<file path="config.mk">
export PLATFORM = sky130hd
export DESIGN_NAME = led_pulse_extender
export DESIGN_NICKNAME = d
export VERILOG_FILES = /design/src/rtl/led_pulse_ext_pkg.sv /design/src/rtl/led_pulse_ext_ch.sv /design/src/rtl/led_pulse_extender.sv
export SDC_FILE = /design/constraint.sdc
export NUM_CORES = 1
export LEC_CHECK = 0
export ABC_AREA = 0
export CAP_MARGIN = 20
export CORE_MARGIN = 2
export CORE_UTILIZATION = 50
export CTS_CLUSTER_DIAMETER = 120
export DETAILED_ROUTE_END_ITERATION = 8
export PLACE_DENSITY = 0.77
export SYNTH_ARGS = -nofsm -noshare
export SYNTH_HDL_FRONTEND = slang
export SYNTH_SLANG_ARGS = --single-unit
</file>
<file path="constraint.sdc">
create_clock -name clk -period 5.4 [get_ports clk]
set_input_delay 1.35 -clock clk [delete_from_list [all_inputs] [get_ports clk]]
set_output_delay 1.35 -clock clk [all_outputs]
set_load 0.02 [all_outputs]
</file>
<file path="src/rtl/led_pulse_ext_pkg.sv">
`default_nettype none
// ============================================================================
// Module   : led_pulse_ext_pkg
// Purpose  : Shared types and helpers for the LED pulse extender. Holds the
//            per-channel FSM state encoding, the event-counter width and the
//            hold/gap down-counter width function.
// Ports    : none (package)
// Revision : 1.0 - initial release
// ============================================================================
package led_pulse_ext_pkg;

    typedef enum logic [1:0] {
        LPE_IDLE = 2'd0,
        LPE_HOLD = 2'd1,
        LPE_GAP  = 2'd2
    } lpe_state_e;

    localparam int LPE_CNT_W = 16;

    // The down-counter only ever holds HOLD_CYCLES-1 or GAP_CYCLES-1, so
    // sizing for max(HOLD, GAP) leaves one spare code and keeps the
    // expression valid for the 1-cycle corner case.
    function automatic int lpe_cnt_width(input int hold_cycles, input int gap_cycles);
        int max_cycles;
        max_cycles = (hold_cycles > gap_cycles) ? hold_cycles : gap_cycles;
        return $clog2(max_cycles + 1);
    endfunction

endpackage
`default_nettype wire

</file>
<file path="src/rtl/led_pulse_ext_ch.sv">
`default_nettype none
// ============================================================================
// Module   : led_pulse_ext_ch
// Purpose  : One pulse-extender channel: input synchroniser, rising-edge
//            detect, IDLE/HOLD/GAP FSM with a shared down-counter, and an
//            optional saturating accepted-edge counter.
// Ports    : clk       - system clock
//            rst_n     - asynchronous active-low reset
//            pulse_in  - asynchronous event input
//            cnt_clr   - synchronous clear of the event counter
//            pulse_out - registered stretched output
//            evt_cnt   - accepted-edge count (0 when counting is disabled)
// Config   : LED_PULSE_EXT_CNT_EN enables the event counter.
// Revision : 1.0 - initial release
// ============================================================================
module led_pulse_ext_ch
    import led_pulse_ext_pkg::*;
#(
    parameter int HOLD_CYCLES = 80_000_000,
    parameter int GAP_CYCLES  = 8_000_000,
    parameter int SYNC_STAGES = 2,
    parameter int RETRIGGER   = 1
) (
    input  logic                 clk,
    input  logic                 rst_n,
    input  logic                 pulse_in,
    input  logic                 cnt_clr,
    output logic                 pulse_out,
    output logic [LPE_CNT_W-1:0] evt_cnt
);

    localparam int             CNT_W     = lpe_cnt_width(HOLD_CYCLES, GAP_CYCLES);
    localparam logic [CNT_W-1:0] HOLD_LOAD = CNT_W'(HOLD_CYCLES - 1);
    localparam logic [CNT_W-1:0] GAP_LOAD  = (GAP_CYCLES > 0) ? CNT_W'(GAP_CYCLES - 1) : '0;

    // ------------------------------------------------------------------
    // Synchroniser and edge detect
    // ------------------------------------------------------------------
    logic [SYNC_STAGES-1:0] sync_q;
    logic                   delayed_q;
    logic                   edge_det;

    always_ff @(posedge clk or negedge rst_n) begin
        if (!rst_n) begin
            sync_q    <= '0;
            delayed_q <= 1'b0;
        end else begin
            sync_q    <= {sync_q[SYNC_STAGES-2:0], pulse_in};
            delayed_q <= sync_q[SYNC_STAGES-1];
        end
    end

    assign edge_det = sync_q[SYNC_STAGES-1] & ~delayed_q;

    // ------------------------------------------------------------------
    // FSM: state register
    // ------------------------------------------------------------------
    lpe_state_e       state_q, state_d;
    logic [CNT_W-1:0] cnt_q, cnt_d;
    logic             pending_q, pending_d;
    logic             hold_active;

    always_ff @(posedge clk or negedge rst_n) begin
        if (!rst_n) begin
            state_q   <= LPE_IDLE;
            cnt_q     <= '0;
            pending_q <= 1'b0;
            pulse_out <= 1'b0;
        end else begin
            state_q   <= state_d;
            cnt_q     <= cnt_d;
            pending_q <= pending_d;
            pulse_out <= hold_active;
        end
    end

    // ------------------------------------------------------------------
    // FSM: next-state logic
    // ------------------------------------------------------------------
    always_comb begin
        state_d   = state_q;
        cnt_d     = cnt_q;
        pending_d = pending_q;
        case (state_q)
            LPE_IDLE: begin
                if (edge_det) begin
                    state_d = LPE_HOLD;
                    cnt_d   = HOLD_LOAD;
                end
            end
            LPE_HOLD: begin
                if (edge_det && (RETRIGGER != 0)) begin
                    // Retrigger wins even on the terminal count, so the
                    // output never drops when an edge lands on the last cycle.
                    cnt_d = HOLD_LOAD;
                end else if (cnt_q == '0) begin
                    if (GAP_CYCLES == 0) begin
                        if (pending_q || edge_det) begin
                            cnt_d = HOLD_LOAD;
                        end else begin
                            state_d = LPE_IDLE;
                        end
                        pending_d = 1'b0;
                    end else begin
                        state_d   = LPE_GAP;
                        cnt_d     = GAP_LOAD;
                        pending_d = pending_q | edge_det;
                    end
                end else begin
                    cnt_d = cnt_q - 1'b1;
                    if (edge_det) begin
                        pending_d = 1'b1;
                    end
                end
            end
            LPE_GAP: begin
                if (cnt_q == '0) begin
                    // An edge on the final gap cycle is honoured directly.
                    if (pending_q || edge_det) begin
                        state_d = LPE_HOLD;
                        cnt_d   = HOLD_LOAD;
                    end else begin
                        state_d = LPE_IDLE;
                    end
                    pending_d = 1'b0;
                end else begin
                    cnt_d = cnt_q - 1'b1;
                    if (edge_det) begin
                        pending_d = 1'b1;
                    end
                end
            end
            default: begin
                state_d   = LPE_IDLE;
                cnt_d     = '0;
                pending_d = 1'b0;
            end
        endcase
    end

    // ------------------------------------------------------------------
    // FSM: output logic (registered into pulse_out above)
    // ------------------------------------------------------------------
    always_comb begin
        hold_active = 1'b0;
        if (state_q == LPE_HOLD) begin
            hold_active = 1'b1;
        end
    end

    // ------------------------------------------------------------------
    // Optional accepted-edge counter
    // ------------------------------------------------------------------
`ifdef LED_PULSE_EXT_CNT_EN
    logic [LPE_CNT_W-1:0] evt_q;

    always_ff @(posedge clk or negedge rst_n) begin
        if (!rst_n) begin
            evt_q <= '0;
        end else if (cnt_clr) begin
            evt_q <= '0;
        end else if (edge_det && (evt_q != '1)) begin
            evt_q <= evt_q + 1'b1;
        end
    end

    assign evt_cnt = evt_q;
`else
    logic unused_cnt_clr;
    assign unused_cnt_clr = cnt_clr;
    assign evt_cnt        = '0;
`endif

endmodule
`default_nettype wire

</file>
<file path="src/rtl/led_pulse_extender.sv">
`default_nettype none
// ============================================================================
// Module   : led_pulse_extender
// Purpose  : Multi-channel pulse extender for status LEDs. Each channel
//            stretches rising edges of an asynchronous input to a fixed hold
//            time, with an optional forced off-gap between holds.
// Ports    : clk        - system clock
//            rst_n      - asynchronous active-low reset
//            pulse_in   - N_CH asynchronous event inputs
//            pulse_out  - N_CH registered stretched outputs
//            active_any - registered OR of pulse_out (one cycle behind)
//            cnt_clr    - synchronous clear of all event counters
//            evt_cnt    - 16-bit accepted-edge counter per channel,
//                         channel k at [16k+15:16k]
// Config   : LED_PULSE_EXT_CNT_EN enables the event counters; otherwise
//            evt_cnt reads 0 and cnt_clr is ignored.
// Revision : 1.0 - initial release
// ============================================================================
module led_pulse_extender
    import led_pulse_ext_pkg::*;
#(
    parameter int N_CH        = 4,
    parameter int HOLD_CYCLES = 80_000_000,
    parameter int GAP_CYCLES  = 8_000_000,
    parameter int SYNC_STAGES = 2,
    parameter int RETRIGGER   = 1
) (
    input  logic                      clk,
    input  logic                      rst_n,
    input  logic [N_CH-1:0]           pulse_in,
    output logic [N_CH-1:0]           pulse_out,
    output logic                      active_any,
    input  logic                      cnt_clr,
    output logic [N_CH*LPE_CNT_W-1:0] evt_cnt
);

    if ((N_CH < 1) || (HOLD_CYCLES < 1) || (GAP_CYCLES < 0) || (SYNC_STAGES < 2) ||
        ((RETRIGGER != 0) && (RETRIGGER != 1))) begin : g_param_check
        $error("led_pulse_extender: illegal parameter value");
    end

    for (genvar k = 0; k < N_CH; k++) begin : g_ch
        led_pulse_ext_ch #(
            .HOLD_CYCLES (HOLD_CYCLES),
            .GAP_CYCLES  (GAP_CYCLES),
            .SYNC_STAGES (SYNC_STAGES),
            .RETRIGGER   (RETRIGGER)
        ) u_ch (
            .clk       (clk),
            .rst_n     (rst_n),
            .pulse_in  (pulse_in[k]),
            .cnt_clr   (cnt_clr),
            .pulse_out (pulse_out[k]),
            .evt_cnt   (evt_cnt[k*LPE_CNT_W +: LPE_CNT_W])
        );
    end

    always_ff @(posedge clk or negedge rst_n) begin
        if (!rst_n) begin
            active_any <= 1'b0;
        end else begin
            active_any <= |pulse_out;
        end
    end

endmodule
`default_nettype wire
</file>
# After elaboration in Yosys (flattened, before gate mapping)
# Cells that the tools add are included.
totals:
  regBits: 137
  in_bits: 7
  output_inout_bits: 69
  wordCells: 174
op_classes:
  add_sub_neg: 4
  n_eq_ne: 32
  mux: 72
  n_bitwise: 16
  reduce_logical: 25
op_table:
  columns: ["cell", "n"]
  rows:
  - ["27-bit 2-to-1 mux", 20]
  - ["27-bit one-hot mux with 3 select lines", 4]
  - ["27-bit zero test", 4]
  - ["27-bit by 1-bit subtractor with 27-bit output, second input constant", 4]
  - ["2-bit 2-to-1 mux", 16]
  - ["4-bit AND reduction", 8]
  - ["1-bit 2-to-1 mux", 24]
  - ["2-bit by 1-bit inequality test with 1-bit output, second input constant", 12]
  - ["2-bit one-hot mux with 3 select lines", 4]
  - ["3-bit by 1-bit inequality test with 1-bit output, second input constant", 4]
  - ["3-bit inequality test, second input constant", 4]
  - ["1-bit one-hot mux with 3 select lines", 4]
  - ["2-bit by 1-bit == test with 1-bit output, second input constant", 4]
  - ["2-bit == test, second input constant", 4]
  - ["2-bit zero test", 4]
  - ["2-bit inequality test, second input constant", 4]
  - ["1-bit NOT", 8]
  - ["2-bit AND reduction", 4]
  - ["1-bit bitwise AND", 4]
  - ["1-bit logical OR", 4]
  - ["1-bit OR", 4]
  - ["4-bit OR reduction", 1]

# Longest topological paths before layout
# Gate-level depths: netlist of run 1.
logic_depth:
  depth_word: 6
  mapped_depth: 12
  depth_no_buf: 8

# Modules after synthesis
# A second synthesis of run 1 with hierarchy kept.
hier_totals:
  hier_cells: 1119
  area_unflattened_um2: 9766.9
by_module_without_submodules:
  columns: ["mod", "instances", "cells_per_inst", "area_each_um2", "seq_area_each_um2"]
  rows:
  - ["led_pulse_ext_ch (g_ch[0].u_ch ...)", 2, 289, 2422.3, 850.8]
  - ["led_pulse_ext_ch (g_ch[2].u_ch)", 1, 273, 2555.0, 850.8]
  - ["led_pulse_ext_ch (g_ch[3].u_ch)", 1, 266, 2334.7, 850.8]
  - ["led_pulse_extender", 1, 2, 32.5, 25.0]

# Worst setup path after synthesis of run 1
# No wires, ideal clock.
synth_path:
  path_kind: "reg2reg"
  from: "register g_ch[1].u_ch.cnt_q[17]"
  to: "register g_ch[1].u_ch.cnt_q[18]"
  setup_ns: 0.124
  arrival_time_ns: 2.279
  t_required_ns: 5.276
  setup_slack_ns: 2.997
  path_stages_with_launch: 8
  n_path_buf: 1
  period_less_slack_ns: 2.403
  cell_sequence: "dfrtp_1 or4_4 or4_4 o31ai_4 and2_4 buf_8 nor3_2 a211o_1"
synth_between:
  elab_chain_len: 4
  elab_cells_between_ends: 8
  cone_classes: "1 x add/sub; 1 x eq/ne; 4 x mux; 2 x reduce/logical"
synth_rtl:
  columns: ["item", "line", "source"]
  rows:
  - ["start: declaration", "led_pulse_ext_ch.sv:59", "logic [CNT_W-1:0] cnt_q, cnt_d;"]
  - ["start signal: assignment", "led_pulse_ext_ch.sv:71", "cnt_q <= cnt_d;"]
  - ["27-bit by 1-bit subtractor with 27-bit output / 27-bit zero test (equally long branches)", null, null]
  - ["27-bit 2-to-1 mux", "led_pulse_ext_ch.sv:96", "end else if (cnt_q == '0) begin"]
  - ["27-bit 2-to-1 mux", "led_pulse_ext_ch.sv:92", "if (edge_det && (RETRIGGER != 0)) begin"]
  - ["27-bit one-hot mux with 3 select lines", "led_pulse_ext_ch.sv:84", "case (state_q)"]
# Several ways; a longest one is shown, not always the timed one.
# A chain may end at the register's enable or synchronous reset.

# Final worst setup path of run 1
layout_path:
  from: "register g_ch[3].u_ch.cnt_q[5]"
  to: "register g_ch[3].u_ch.cnt_q[16]"
layout_between:
  elab_chain_len: 4
  elab_cells_between_ends: 8
  cone_classes: "1 x add/sub; 1 x eq/ne; 4 x mux; 2 x reduce/logical"
layout_rtl:
  columns: ["item", "line"]
  rows:
  - ["start: declaration", "led_pulse_ext_ch.sv:59"]
  - ["start signal: assignment", "led_pulse_ext_ch.sv:71"]
  - ["27-bit by 1-bit subtractor with 27-bit output / 27-bit zero test (equally long branches)", null]
  - ["27-bit 2-to-1 mux", "led_pulse_ext_ch.sv:96"]
  - ["27-bit 2-to-1 mux", "led_pulse_ext_ch.sv:92"]
  - ["27-bit one-hot mux with 3 select lines", "led_pulse_ext_ch.sv:84"]
# Several ways; a longest one is shown, not always the timed one.

==> impl_metrics.ini, run 1 <==
[yosys]
netlist.area_leader.share_pct = 37.8
syn_inst = 1062
ys_seq_area_share_pct = 37.8
synth_area_sq_um = 9080
synth_edf_count = 0
synth.lib_cells_used.distinct = 80
synth_area_per_cell_sq_um = 8.55
ys_warn_count = 0
netlist_top_cells_count = dfrtp_1, nor2_1, a21oi_1
netlist.top_cell.by_area = dfrtp_1
synth.area.top_cells = dfrtp_1, buf_4, a21oi_1, nor2_1, o21ai_0
synth_ff_type = dfrtp_1
yosysMostFrequentCell = dfrtp_1
ys_seq_elements = 137
synthArstFlopShare_pct = 100

[finish]
final_nets = 1073
drive_gt1_share_pct = 6.45
final.fill_count = 1605
diodes = 0
area_growth_pct = 5.51

[timing]
rsz0062_at_grt = no
slew_viol_final = 0
hold_violations = 0
setup_viol = 0
setup_tns_ns = 0
period_minus_slack_ns = 3.41
fmax_mhz = 293
setup_slack_ns = 1.99
slew_headroom_pct = 26.2
clock_skew_ns = 0.00760
finalCritPeriodShare_pct = 63.2
tightestPinTransition_ns = 1.11

[critical_path]
crit_end = g_ch[3].u_ch.cnt_q[16]
cp-startpoint = g_ch[3].u_ch.cnt_q[5]
slowest_delay_ns = 0.81
crit_buf_inv = 0
timing.rr.start = g_ch[3].u_ch.cnt_q[5]
path_cells = or4_1 -> nor3_4 -> and3_1 -> a21o_1 -> nor2_1 -> a311oi_1
worstSetupEndpointType = flip-flop
required_ns = 5.72
critPathMaxFanout = 31
cp.arrival_ns = 3.73
ff2ff_setup_slack_ns = 1.99
cp.depth = 6
r2r_end = g_ch[3].u_ch.cnt_q[16]
crit_type = flip-flop to flip-flop
cp-start-kind = flip-flop
cpMaxStageDelayCell = a21o_1
critPathTopFamily = simple AND/OR/NAND/NOR gates
ff2ff_path_depth = 6

[clock_tree]
cts_setup_buffers = 0
cts_sinks = 137
cts_resized = 0
clock_path_buffers = 2
hold_buffers = 0
cts_made_buffers = 17
cts_root_buffer = clkbuf_16
cts.htree.levels = 4
clkTransAtPathRegs_ns = 0.06
cts_tree = done
clk_latency_ns = 0.42

[power]
p_leak_nw = 3.87
power_density_nw_per_um2 = 512
vdd_drop_max_mv = 0.279
totalPowerFinal_w = 0.00491

[global_routing]
grt_pass1_wl_um = 35000
grt_use_total_pct = 21.5
overflow = 0
grt_max_degree = 109
grt_pass1_vias = 7382
antenna_found_initial = 0

[route]
drcViolationCount = 0
routed_wl_um = 20700
wire_per_inst_um = 16.2
initialDrtViolationCount = 698
ant_nets = 0
vias_per_cell = 6.20
vias = 7954
dr.pass1.iters = 5

[min_path]
hp-class = flip-flop to flip-flop

[floorplanning]
ioPinCount = 76
die-area_sq_um = 19300
core-area_sq_um = 17900
die_w_um = 139
initial_core_util_pct = 50.7
rows = 49
die_h_um = 139

[placement]
finalWeightedCongestion = 0.907
hpwl_um = 13800
pre_cts_slack_ns = 2.06
io_buffers = 10

[run_status]
status = finished clean

[flow_run]
cap_violations = 0
==> state kept, by name, summed over array words and instances, names as in the netlist <==
register and flops:
g_ch.u_ch.cnt_q 108, g_ch.u_ch.state_q 8, g_ch.u_ch.sync_q 8, g_ch.u_ch.delayed_q 4, g_ch.u_ch.pending_q 4, g_ch.u_ch.pulse_out 4, active_any 1
==> worst reg2reg max path, cell delays in order (launching register included) <==
cell	delay, ns
dfrtp_1	0.42
or4_1	0.67
nor3_4	0.36
and3_1	0.34
a21o_1	0.81
nor2_1	0.37
a311oi_1	0.33
==> final cells by class <==
class / instances / area [sq um] / area share [%]
timing repair buffer: 13 / 131 / 1.37
clock buffer: 22 / 464 / 4.85
inverter: 27 / 101 / 1.06
multi-input combinational: 846 / 5040 / 52.7
clock inverter: 9 / 123 / 1.28
sequential: 137 / 3430 / 35.8
tap: 229 / 287 / 2.99
==> kinds of logic after synthesis <==
logic type      share of synthesized area [%]
simple gates                             23.2
compound gates                           24.3
buf+inv                                  9.27
flops                                    37.8
fa+ha+maj                                3.31
xor+xnor                                 1.64
mux                                     0.482
other cells                            0.0413
==> stage by stage <==
step           instances  hold WS [ns]  instance area, sq um  util [%]
2_1_floorplan       1125         0.331                  9320         -
3_3_place_gp        1250         0.334                  8970      50.1
3_5_place_dp        1250         0.336                  8970      50.1
4_1_cts             1281         0.349                  9560      53.4
5_1_grt             1283         0.354                  9580      53.5
6_report            1283         0.347                  9580      53.5
==> layout by cell type, fill, tap and decap left out, types with 6 or more instances in the layout <==
cell and count:
a21o_1 11, a21oi_1 87, a22o_1 15, a311oi_1 6
a31oi_1 33, and3_1 8, clkbuf_16 17, clkdlybuf4s50_1 9
conb_1 64, dfrtp_1 137, ha_1 24, inv_1 27
nand2_1 81, nand2b_1 10, nand3_1 28, nand4_1 13
nor2_1 110, nor3_1 47, nor3b_1 8, nor4_1 23
o21a_1 19, o21ai_0 69, o22a_1 25, o31ai_1 11
or2_2 10, or3_1 17, or4_1 15, xnor2_1 13
==> routing by layer <==
metal  vias up  wire, um  GRT usage [%]
li1       3771         -              -
met1      3853      9240           29.1
met2       303     10000           34.3
met3        27      1180           4.80
met4         0       299           7.34
met5         -         0              0
==> how the worst min path moves through the flow <==
stage,from,to,slack (ns),depth (start not counted)
3_5_place_dp,g_ch[2].u_ch.sync_q[0],g_ch[2].u_ch.sync_q[1],0.34,0
5_1_grt,g_ch[3].u_ch.sync_q[0],g_ch[3].u_ch.sync_q[1],0.35,0
3_3_place_gp,g_ch[0].u_ch.sync_q[0],g_ch[0].u_ch.sync_q[1],0.33,0
4_1_cts,g_ch[3].u_ch.sync_q[0],g_ch[3].u_ch.sync_q[1],0.35,0
2_1_floorplan,g_ch[0].u_ch.sync_q[0],g_ch[0].u_ch.sync_q[1],0.33,0
6_report,g_ch[0].u_ch.sync_q[0],g_ch[0].u_ch.sync_q[1],0.35,0
==> power breakdown <==
group / switching, W / internal [W]
combinational: 0.00125 / 0.000788
sequential: 0.000364 / 0.00133
clock: 0.000434 / 0.000743
total: 0.00205 / 0.00286
(Power assumes the default switching activity.)
==> run 2: changes to the inputs <==
Clock period 5.4 ns to 3.2 ns, I/O delays scaled along.
==> impl_metrics.ini, run 2 (synthesis gave the netlist of run 1 again) <==
[floorplanning]
rows = 49
ioPinCount = 76
die-area_sq_um = 19300
core-area_sq_um = 17900
die_h_um = 139
die_w_um = 139
initial_core_util_pct = 50.7

[timing]
finalCritPeriodShare_pct = 85.2
rsz0062_at_grt = no
setup_slack_ns = 0.472
slew_viol_final = 0
setup_tns_ns = 0
setup_viol = 0
fmax_mhz = 367
clock_skew_ns = 0.00981
hold_violations = 0
slew_headroom_pct = 33.8
tightestPinTransition_ns = 0.988
period_minus_slack_ns = 2.73

[placement]
dpl_cell_area_sq_um = 9110
pre_cts_slack_ns = 0.506
finalWeightedCongestion = 0.933
hpwl_um = 14100
io_buffers = 10
dp.cells = 1267

[min_path]
hp-class = input port to asynchronous set/reset pin

[finish]
top_regs = g_ch.u_ch.cnt_q x108, g_ch.u_ch.state_q x8, g_ch.u_ch.sync_q x8
final_common_cell = dfrtp_1
drive_gt1_share_pct = 8.30
area_growth_pct = 7.65
final_util_pct = 54.6
final_area_sq_um = 9770
largest_reg_flops = 108
final_cell_mix = dfrtp_1, nor2_1, a21oi_1, nand2_1, o21ai_0
final.fill_count = 1608
diodes = 0
final-seq-area_sq_um = 3430
final_cells = 1301
regMostFlops = g_ch.u_ch.cnt_q
final_nets = 1090
multi_input_area_sq_um = 5040

[global_routing]
grt_max_degree = 61
overflow = 0
antenna_found_initial = 0
grt_use_total_pct = 21.3
grt_pass1_wl_um = 34500
grt_pass1_vias = 7012

[power]
vdd_drop_max_mv = 0.523
power_density_nw_per_um2 = 871
p_leak_nw = 3.99

[critical_path]
worstSetupEndpointType = flip-flop
ff2ff_setup_slack_ns = 0.47
crit_type = flip-flop to flip-flop
required_ns = 3.51
critPathMaxFanout = 30
cp-start-kind = flip-flop
cp.arrival_ns = 3.04

[route]
vias = 7932
vias_per_cell = 6.10
drcViolationCount = 0
routed_wl_um = 20700
ant_nets = 0
initialDrtViolationCount = 733
dr.pass1.iters = 5
wire_per_inst_um = 15.9

[clock_tree]
clkTransAtPathRegs_ns = 0.06
cts.htree.levels = 4
hold_buffers = 0
cts_root_buffer = clkbuf_16
cts_made_buffers = 17
cts_resized = 0
cts_tree = done
cts_sinks = 137
clk_latency_ns = 0.42
cts_setup_buffers = 0
clock_path_buffers = 2

[run_status]
status = finished clean

[flow_run]
cap_violations = 0
[run 2: cell types whose count changed in the layout (fill, tap and decap cells not counted)]
cell / delta
buf_4: +16
clkbuf_1: -3
clkbuf_8: +2
clkinv_2: -2
clkinv_4: +2
buf_12: +1
buf_8: -1
bufinv_16: +1
clkbuf_4: +1
clkinvlp_4: +1
[run 2: final timing paths]
| kind | start | endpoint | cells after the start |
|---|---|---|---|
| max in group asynchronous | rst_n | g_ch[2].u_ch.cnt_q[13] | 2 |
| min reg2reg | g_ch[3].u_ch.sync_q[0] | g_ch[3].u_ch.sync_q[1] | 0 |
| min in group clk | g_ch[3].u_ch.sync_q[0] | g_ch[3].u_ch.sync_q[1] | 0 |
| max reg2reg | g_ch[1].u_ch.state_q[0] | g_ch[1].u_ch.cnt_q[10] | 8 |
| max | g_ch[1].u_ch.state_q[0] | g_ch[1].u_ch.cnt_q[10] | 8 |
| min | rst_n | g_ch[0].u_ch.cnt_q[18] | 1 |
[run 2: report_power, final]
group	total (W)	internal, W	leakage, nW	switching, W
sequential	0.00286	0.00224	1.66	0.000618
combinational	0.00353	0.00140	2.01	0.00213
clock	0.00213	0.00138	0.315	0.000743
total	0.00852	0.00503	3.99	0.00349
[run 2: worst max-delay path, stage by stage, from the launching register on]
cell,delay [ns]
dfrtp_1,0.41
inv_1,0.09
ha_1,0.25
inv_1,0.12
or4b_2,0.68
o31ai_4,0.26
and2_4,0.42
nor2_2,0.11
a32o_1,0.27
[run 2: metrics by stage]
stage	power, W	hold WS (ns)
global route	0.00910	0.349
floorplan	0.00554	0.331
CTS	0.00848	0.348
global placement	0.00619	0.337
detailed placement	0.00630	0.336
finish	0.00852	0.334
[run 2: area by class of cell]
cell class / count / area share [%]
well taps: 229 / 2.93
inverters: 27 / 1.04
clock inverters: 11 / 1.72
multi-input cells: 846 / 51.6
clock buffers: 21 / 4.92
flip-flops and latches: 137 / 35.1
repair buffers: 30 / 2.70
[run 2: metal layers]
metal | GRT usage, % | vias to the layer above | share of wire (%)
met1 | 29.3 | 3786 | 46
met3 | 4.01 | 48 | 4.8
met4 | 7.18 | 0 | 1.9
met5 | 0 | - | 0
met2 | 34.2 | 283 | 48
li1 | - | 3815 | -
